==> src/rtl/mem_bus_arbiter.sv <==
// ---------------------------------------------------------------------------
// mem_bus_arbiter
// Shares the single off-chip memory port between the I-cache and the D-cache.
// One requester owns the bus per transaction. The D-cache wins ties by
// default, but a saturating streak counter forces an I-cache grant after
// MAX_D_STREAK consecutive D grants while the I-cache was waiting.
//
// Optional build macro: ARB_PERF_EN adds per-requester wait-cycle counters
// on the extra outputs i_wait_cnt / d_wait_cnt.
//
// Ports:
//   clk, rst_n                  clock, async active-low reset
//   i_mem_* (read/write/addr/wdata in, rdata/ready out)   I-cache side
//   d_mem_* (read/write/addr/wdata in, rdata/ready out)   D-cache side
//   mem_* (read/write/addr/wdata out, rdata/ready in)     memory side
//   grant_i, grant_d            current bus owner
//   i_wait_cnt, d_wait_cnt      wait-cycle counters (ARB_PERF_EN only)
//
// state | meaning
// IDLE  | bus free, arbitrate between active requesters
// GNT_I | I-cache owns the bus until mem_ready or request drop
// GNT_D | D-cache owns the bus until mem_ready or request drop
// ---------------------------------------------------------------------------
module mem_bus_arbiter #(
  parameter int ADDR_W       = 28,
  parameter int DATA_W       = 128,
  parameter int MAX_D_STREAK = 4
) (
  input  logic              clk,
  input  logic              rst_n,
  input  logic              i_mem_read,
  input  logic              i_mem_write,
  input  logic [ADDR_W-1:0] i_mem_addr,
  input  logic [DATA_W-1:0] i_mem_wdata,
  output logic [DATA_W-1:0] i_mem_rdata,
  output logic              i_mem_ready,
  input  logic              d_mem_read,
  input  logic              d_mem_write,
  input  logic [ADDR_W-1:0] d_mem_addr,
  input  logic [DATA_W-1:0] d_mem_wdata,
  output logic [DATA_W-1:0] d_mem_rdata,
  output logic              d_mem_ready,
  output logic              mem_read,
  output logic              mem_write,
  output logic [ADDR_W-1:0] mem_addr,
  output logic [DATA_W-1:0] mem_wdata,
  input  logic [DATA_W-1:0] mem_rdata,
  input  logic              mem_ready,
  output logic              grant_i,
  output logic              grant_d
`ifdef ARB_PERF_EN
  ,
  output logic [31:0]       i_wait_cnt,
  output logic [31:0]       d_wait_cnt
`endif
);

  typedef enum logic [1:0] {
    IDLE  = 2'd0,
    GNT_I = 2'd1,
    GNT_D = 2'd2
  } state_t;

  localparam logic [3:0] MAX_S = 4'(MAX_D_STREAK);

  state_t     state, state_nxt;
  logic [3:0] streak, streak_nxt;
  logic       i_act, d_act;

  assign i_act = i_mem_read | i_mem_write;
  assign d_act = d_mem_read | d_mem_write;

  always_ff @(posedge clk or negedge rst_n) begin
    if (!rst_n) begin
      state  <= IDLE;
      streak <= '0;
    end else begin
      state  <= state_nxt;
      streak <= streak_nxt;
    end
  end

  always_comb begin
    state_nxt  = state;
    streak_nxt = streak;
    unique case (state)
      IDLE: begin
        if (d_act && (!i_act || streak < MAX_S)) begin
          state_nxt = GNT_D;
          if (i_act && streak < MAX_S) streak_nxt = streak + 4'd1;
        end else if (i_act) begin
          state_nxt  = GNT_I;
          streak_nxt = '0;
        end
      end
      // A dropped request without mem_ready is a protocol violation; release
      // the bus so the other requester is not locked out.
      GNT_I: if (mem_ready || !i_act) state_nxt = IDLE;
      GNT_D: if (mem_ready || !d_act) state_nxt = IDLE;
      default: state_nxt = IDLE;
    endcase
  end

  always_comb begin
    mem_read  = 1'b0;
    mem_write = 1'b0;
    mem_addr  = '0;
    mem_wdata = '0;
    if (state == GNT_I) begin
      mem_read  = i_mem_read;
      mem_write = i_mem_write;
      mem_addr  = i_mem_addr;
      mem_wdata = i_mem_wdata;
    end else if (state == GNT_D) begin
      mem_read  = d_mem_read;
      mem_write = d_mem_write;
      mem_addr  = d_mem_addr;
      mem_wdata = d_mem_wdata;
    end
  end

  // State is a register, so the grants are glitch-free registered outputs.
  assign grant_i = (state == GNT_I);
  assign grant_d = (state == GNT_D);

  assign i_mem_ready = mem_ready & (state == GNT_I);
  assign d_mem_ready = mem_ready & (state == GNT_D);
  assign i_mem_rdata = mem_rdata;
  assign d_mem_rdata = mem_rdata;

`ifdef ARB_PERF_EN
  // The arbitration cycle in which a requester wins is not counted as a
  // wait: only cycles spent behind the other requester (or losing the
  // tie) accumulate.
  logic i_wait, d_wait;
  assign i_wait = i_act && (state != GNT_I) && (state_nxt != GNT_I);
  assign d_wait = d_act && (state != GNT_D) && (state_nxt != GNT_D);

  always_ff @(posedge clk or negedge rst_n) begin
    if (!rst_n) begin
      i_wait_cnt <= '0;
      d_wait_cnt <= '0;
    end else begin
      if (i_wait) i_wait_cnt <= i_wait_cnt + 32'd1;
      if (d_wait) d_wait_cnt <= d_wait_cnt + 32'd1;
    end
  end
`endif

endmodule

==> config.mk <==
export PLATFORM = sky130hd
export DESIGN_NAME = mem_bus_arbiter
export DESIGN_NICKNAME = d
export VERILOG_FILES = /design/src/rtl/mem_bus_arbiter.sv
export SDC_FILE = /design/constraint.sdc
export NUM_CORES = 1
export LEC_CHECK = 0
export BUFFER_PORTS_ARGS = -buffer_cell sky130_fd_sc_hd__buf_2
export CORE_AREA = 8 8 327 329
export CTS_BUF_LIST = sky130_fd_sc_hd__clkbuf_4
export DETAILED_ROUTE_END_ITERATION = 16
export DIE_AREA = 0 0 335 337
export PLACE_DENSITY_LB_ADDON = 0.08
export SLEW_MARGIN = 20
export SYNTH_ARGS = -nofsm -noshare
export SYNTH_HDL_FRONTEND = slang
export SYNTH_SLANG_ARGS = --single-unit
export TNS_END_PERCENT = 30
==> constraint.sdc <==
create_clock -name clk -period 1.7 [get_ports clk]
set_input_delay 0.34 -clock clk [delete_from_list [all_inputs] [get_ports clk]]
set_output_delay 0.34 -clock clk [all_outputs]
set_load 0.005 [all_outputs]
# Word-level counts from Yosys, hierarchy flattened
# Cells that the tools add are included.
# Widths: inputs -> output; s select.
# classes
n_lt_le_gt_ge,1
reduce_logical,11
n_mux,16
n_eq_ne,6
bitwise_logic,4
n_addsub,1
# op_table
operator,n
$mux 128,2
$mux 28,2
$mux 4,3
$mux 2,4
$ne 2x1->1 const B,3
$pmux 2 s3,1
$reduce_and 3->1,2
$add 4x1->4 const B,1
$lt 4x3->1 const B,1
$mux 1,4
$logic_or 1x1->1,3
$ne 3x3->1 const B,1
$and 1x1->1,2
$eq 2x1->1 const B,1
$eq 2x2->1 const B,1
$logic_and 1x1->1,2
$logic_not 1->1,2
$logic_not 2->1,1
$or 1x1->1,2
$reduce_bool 2->1,1
# totals
out_inout_bits,418
input_bits,447
register_bits,6

# Longest topological paths before layout
# depth
word_depth,6
depth_mapped,5
mapped_depth_nobuf,3

# Worst setup path before layout
# No wires, ideal clock.
# synth_path
path_kind,register to output
from,register state[0]
to,output mem_addr[0]
slack_ns,0.169
t_arrival_ns,1.191
path_stages_with_launch,6
path_buffers,3
path_cell_list,dfrtp_1 nor2b_1 buf_2 buf_6 buf_6 a22o_1
# synth_between
elab_chain_cells,3
word_cells_on_any_way,4
classes_between,eq/ne: 2; mux: 2
# synth_lines
element,line,source
start: declaration,66,"state_t state, state_nxt;"
start signal: assignment,78,state <= state_nxt;
$eq 2x2->1,114,end else if (state == GNT_D) begin
$mux 28,114,
$mux 28 (*),109,if (state == GNT_I) begin
end: declaration,45,"output logic [ADDR_W-1:0] mem_addr,"
# Every way passes the cells marked *; elsewhere a longest branch is shown, timed or not.

# Final worst setup path
# layout_path
from,register state[1]
to,output mem_wdata[113]
# layout_between
elab_chain_cells,3
word_cells_on_any_way,4
classes_between,eq/ne: 2; mux: 2
# layout_lines
element,line,source
$eq 2x2->1,114,
$mux 128,114,
$mux 128 (*),109,
end: declaration,46,"output logic [DATA_W-1:0] mem_wdata,"
# Marks and branches as above.

==> results by group <==
Logic synthesis
  – Proportion of synthesized chip area in sequential cells: 0.0389
  – Synthesized netlist net count: 927
  – Number of instances in the synthesized netlist: 479
  – Share of cell area taken by muxes after synthesis: 0.00292
  – Area share of xor/xnor cells in the synthesized design: 0
  – Post-synthesis instance area: 3860 µm²
  – Post-synth cell types: 23
  – Dominant combinational cell family by area after synthesis: buffers and inverters
  – Arithmetic-cell share of the synthesized area counting full adders, half adders and majority gates: 0.00324
  – Synthesis warning total: 0
  – Post-synthesis compound-gate area fraction: 0.375
  – Mean Syn Cell Area: 8.06 µm²
  – Area fraction in and, or, nand and nor cells after synthesis: 0.0172
  – #FFs+latches synth: 6

Finish
  – Most frequent cells in the layout: 474 x sky130_fd_sc_hd__buf_2, 154 x sky130_fd_sc_hd__a22o_1, 18 x sky130_fd_sc_hd__buf_6
  – Net total in the final layout: 1173
  – Final Non-Filler Cells: 2092
  – Most common cell after layout, fill and taps aside: sky130_fd_sc_hd__buf_2
  – Layout cells sized above 1: 0.752
  – Area Growth Syn to Fin: 73.8%

Critical path
  – Data arrival time at the worst-slack endpoint: 1.65 ns
  – Startpoint class of the critical path: register
  – CP dominant cell by count: sky130_fd_sc_hd__clkbuf_16
  – CP cell instances: nor2b_4, buf_12, clkbuf_16, clkbuf_16, a22o_4, buf_6
  – Crit-path max FO: 5
  – Kind of critical path: reg2out
  – Data required time at the worst endpoint: 1.36 ns
  – Biggest cell delay along the critical path: 0.41 ns
  – Critical path endpoint category: output port
  – Slowest-stage cell, CP: sky130_fd_sc_hd__dfrtp_1

Detailed routing
  – Antenna violation net count after detailed routing: 0
  – First-pass DRT Iterations: 4
  – Number of remaining DRC errors: 0
  – Routed via count divided by cell count: ~2.2
  – Routed length per placed instance: roughly 15 µm
  – Total number of vias: 4594
  – Final wirelength: approximately 31 mm
  – Number of DRC markers in iteration 0: roughly 160

Pwr
  – Switching fraction of total power: 0.456
  – Power spent charging and discharging nets: roughly 3300 µW
  – Fraction of power consumed by combinational cells: 0.949
  – Highest ir drop seen on vdd: 0.390 mV
  – Portion of total power attributed to the clock network: 0.018
  – Sequential group share of total power: 0.032
  – Power Internal: around 4000 µW
  – Leakage power of the design: about 0.0033 µW
  – Areal power density over the cells: 1090 nW/µm²
  – Total design power: 7320 µW

Global routing
  – Global-route congestion overflow total: 0
  – Top Usage Layer GRT: met2
  – Wire length of the first global-routing pass: about 39 mm
  – Global routing usage summed across all routing layers: 0.0467
  – Met1 usage: 0.0489
  – Antenna violations before repair: 6
  – Global Route met2 Usage: 0.0736
  – Met3 track utilization from global routing: 0.0404
  – Maximum number of pins on one net before global-route repair: 33
  – Via count of the first global-routing pass: 4866

Timing
  – Setup-violating endpoint count in the final report: 162
  – Portion of the clock cycle consumed by the worst path in the final layout: 1.17
  – Slew @ Worst Pin: 0.398 ns
  – Count of endpoints failing hold in the final timing report: 0
  – Highest Clock Rate: 0.502 GHz
  – Setup repair after global routing missed its margin: true
  – Max-slew headroom: 0.728
  – Crit path setup slack, layout: -0.292 ns
  – Final critical-path required period: 1.99 ns
  – Clock skew after layout: 0.00391 ns
  – Hold slack final: 0.344 ns
  – Max Transition Viols Final: 0

Floorplan
  – Floorplan die area: between 100000 and 150000 µm²
  – Core Area: ~100000 µm²
  – I/O pin cnt: 865
  – Die X: 335 µm
  – Floorplan row count: 117
  – Effective utilization at floorplan: 0.0381
  – Die extent in y: ~340 µm

Place
  – Detailed-placement wirelength estimate: 27.0 mm
  – Count of input and output buffers: 480
  – # placed instances: 2074
  – Routability Congestion: 0.780

Clock network
  – Count of clock tree sinks: 6
  – Clock tree from TritonCTS: built
  – Clock Root Buffer: sky130_fd_sc_hd__clkbuf_4
  – TritonCTS buffer count: 3
  – Number of H-tree levels: 1
  – Clock input transition at the sequential cells of the worst setup and hold paths: ~0.050 ns
  – Clock network latency to the later pin of the worst-skew pair: 0.24 ns
  – Maximum buffer depth of the clock tree: 2

Outcome
  – Violated checks: negative setup slack
  – Result of the run: finished, violations left

Hold path
  – Classification of the worst-slack hold path: in2reg

Job
  – Number of maximum-capacitance constraint violations: 0
-- layout make-up --
class / instances / area, µm²
repair buffers: 533 / 3220
clock buffers: 3 / 22.5
fillers: 12100 / 94600
inverters: 1 / 3.75
diodes: 1 / 2.50
multi-input cells: 180 / 1600
well taps: 1368 / 1710
flip-flops and latches: 6 / 150
-- cells by family (layout without fill, tap and decap cells) --
logic type                 Yosys count  in the layout
buffers and inverters              293            537
AOI/OAI and AO/OA                  166            166
and+or+nand+nor                     12             12
DFF                                  6              6
adders and majority gates            1              1
muxes                                1              1
other                                0              1
-- power groups by stage --
stage          clock [µW]  combinational (µW)  sequential [µW]
2_1_floorplan           0                3100              232
3_3_place_gp            0                6250              243
3_5_place_dp            0                6060              241
4_1_cts               148                6500              239
5_1_grt               158                7580              245
6_report              135                6950              237
-- per-stage QoR --
step                  util  instance area, µm²  TNS, ns  worst slack, ns
floorplan                -                3860        0            0.169
global placement    0.0614                6220   -0.325          -0.0903
detailed placement  0.0614                6220   -0.349          -0.0783
global route        0.0662                6710   -50.07           -0.368
CTS                 0.0638                6460   -36.47           -0.311
finish              0.0662                6710   -35.18           -0.292
-- Yosys cell counts --
| library cell | n | area [µm²] |
|---|---|---|
| sky130_fd_sc_hd__a2111oi_0 | 1 | 8.76 |
| sky130_fd_sc_hd__inv_1 | 1 | 3.75 |
| sky130_fd_sc_hd__nand2_1 | 1 | 3.75 |
| sky130_fd_sc_hd__nor3_1 | 1 | 5.00 |
| sky130_fd_sc_hd__dfrtp_1 | 6 | 150 |
| sky130_fd_sc_hd__nor4_1 | 1 | 6.26 |
| sky130_fd_sc_hd__nor2b_1 | 4 | 25.0 |
| sky130_fd_sc_hd__and2_1 | 2 | 12.5 |
| sky130_fd_sc_hd__ha_1 | 1 | 12.5 |
| sky130_fd_sc_hd__buf_6 | 11 | 124 |
| sky130_fd_sc_hd__or2_2 | 1 | 6.26 |
| sky130_fd_sc_hd__buf_2 | 23 | 115 |
| sky130_fd_sc_hd__a21boi_0 | 1 | 7.51 |
| sky130_fd_sc_hd__mux2_2 | 1 | 11.3 |
| sky130_fd_sc_hd__nor2_1 | 2 | 7.51 |
| sky130_fd_sc_hd__clkbuf_1 | 2 | 7.51 |
| sky130_fd_sc_hd__a211oi_1 | 1 | 7.51 |
| sky130_fd_sc_hd__o21ai_0 | 1 | 5.00 |
| sky130_fd_sc_hd__a22o_1 | 159 | 1390 |
| sky130_fd_sc_hd__o22a_1 | 1 | 8.76 |
| sky130_fd_sc_hd__o21bai_1 | 1 | 7.51 |
| sky130_fd_sc_hd__o41ai_1 | 1 | 8.76 |
| sky130_fd_sc_hd__buf_4 | 256 | 1920 |
-- state kept, by name, summed over array words and instances, names as in the netlist --
register,count
state,2
streak,4
-- final timing paths --
check                                            from                    end  slack (ns)  depth (start not counted)
max in group asynchronous                       rst_n   state[1]$_DFFE_PN0P_        1.06                          2
worst max register to register   state[1]$_DFFE_PN0P_  streak[0]$_DFFE_PN0P_        0.39                          4
worst min-delay path                        mem_ready   state[0]$_DFFE_PN0P_        0.34                          2
min in group asynchronous                       rst_n  streak[2]$_DFFE_PN0P_        0.48                          2
worst max-delay path             state[1]$_DFFE_PN0P_         mem_wdata[113]       -0.29                          6
worst min register to register  streak[1]$_DFFE_PN0P_  streak[1]$_DFFE_PN0P_        0.53                          2
-- per-layer routing --
layer | part of all wire | wire [µm] | up-vias
met5 | 0.00041 | 13 | -
met4 | 0.010 | 327 | 2
met3 | 0.19 | 5960 | 20
met2 | 0.44 | 13900 | 568
met1 | 0.36 | 11100 | 2025
li1 | - | - | 1979
-- critical path, delay by kind of cell (launching register included) --
family | cells | cell delay [ns]
and+or+nand+nor | 1 | 0.15
buffers and inverters | 4 | 0.59
DFF | 1 | 0.41
AOI/OAI and AO/OA | 1 | 0.23
-- timing repair --
| action | in CTS | in global routing |
|---|---|---|
| endpoints found under the setup margin | 162 | 162 |
| buffers inserted | 4 | 3 |
| gates resized for setup | 29 | 16 |
| hold buffers | 1 | 0 |
| gates cloned | 1 | 6 |
| pin swaps | 25 | 5 |
| endpoints found under the hold margin | 6 | 0 |
Power figures use the tool's default switching activity.
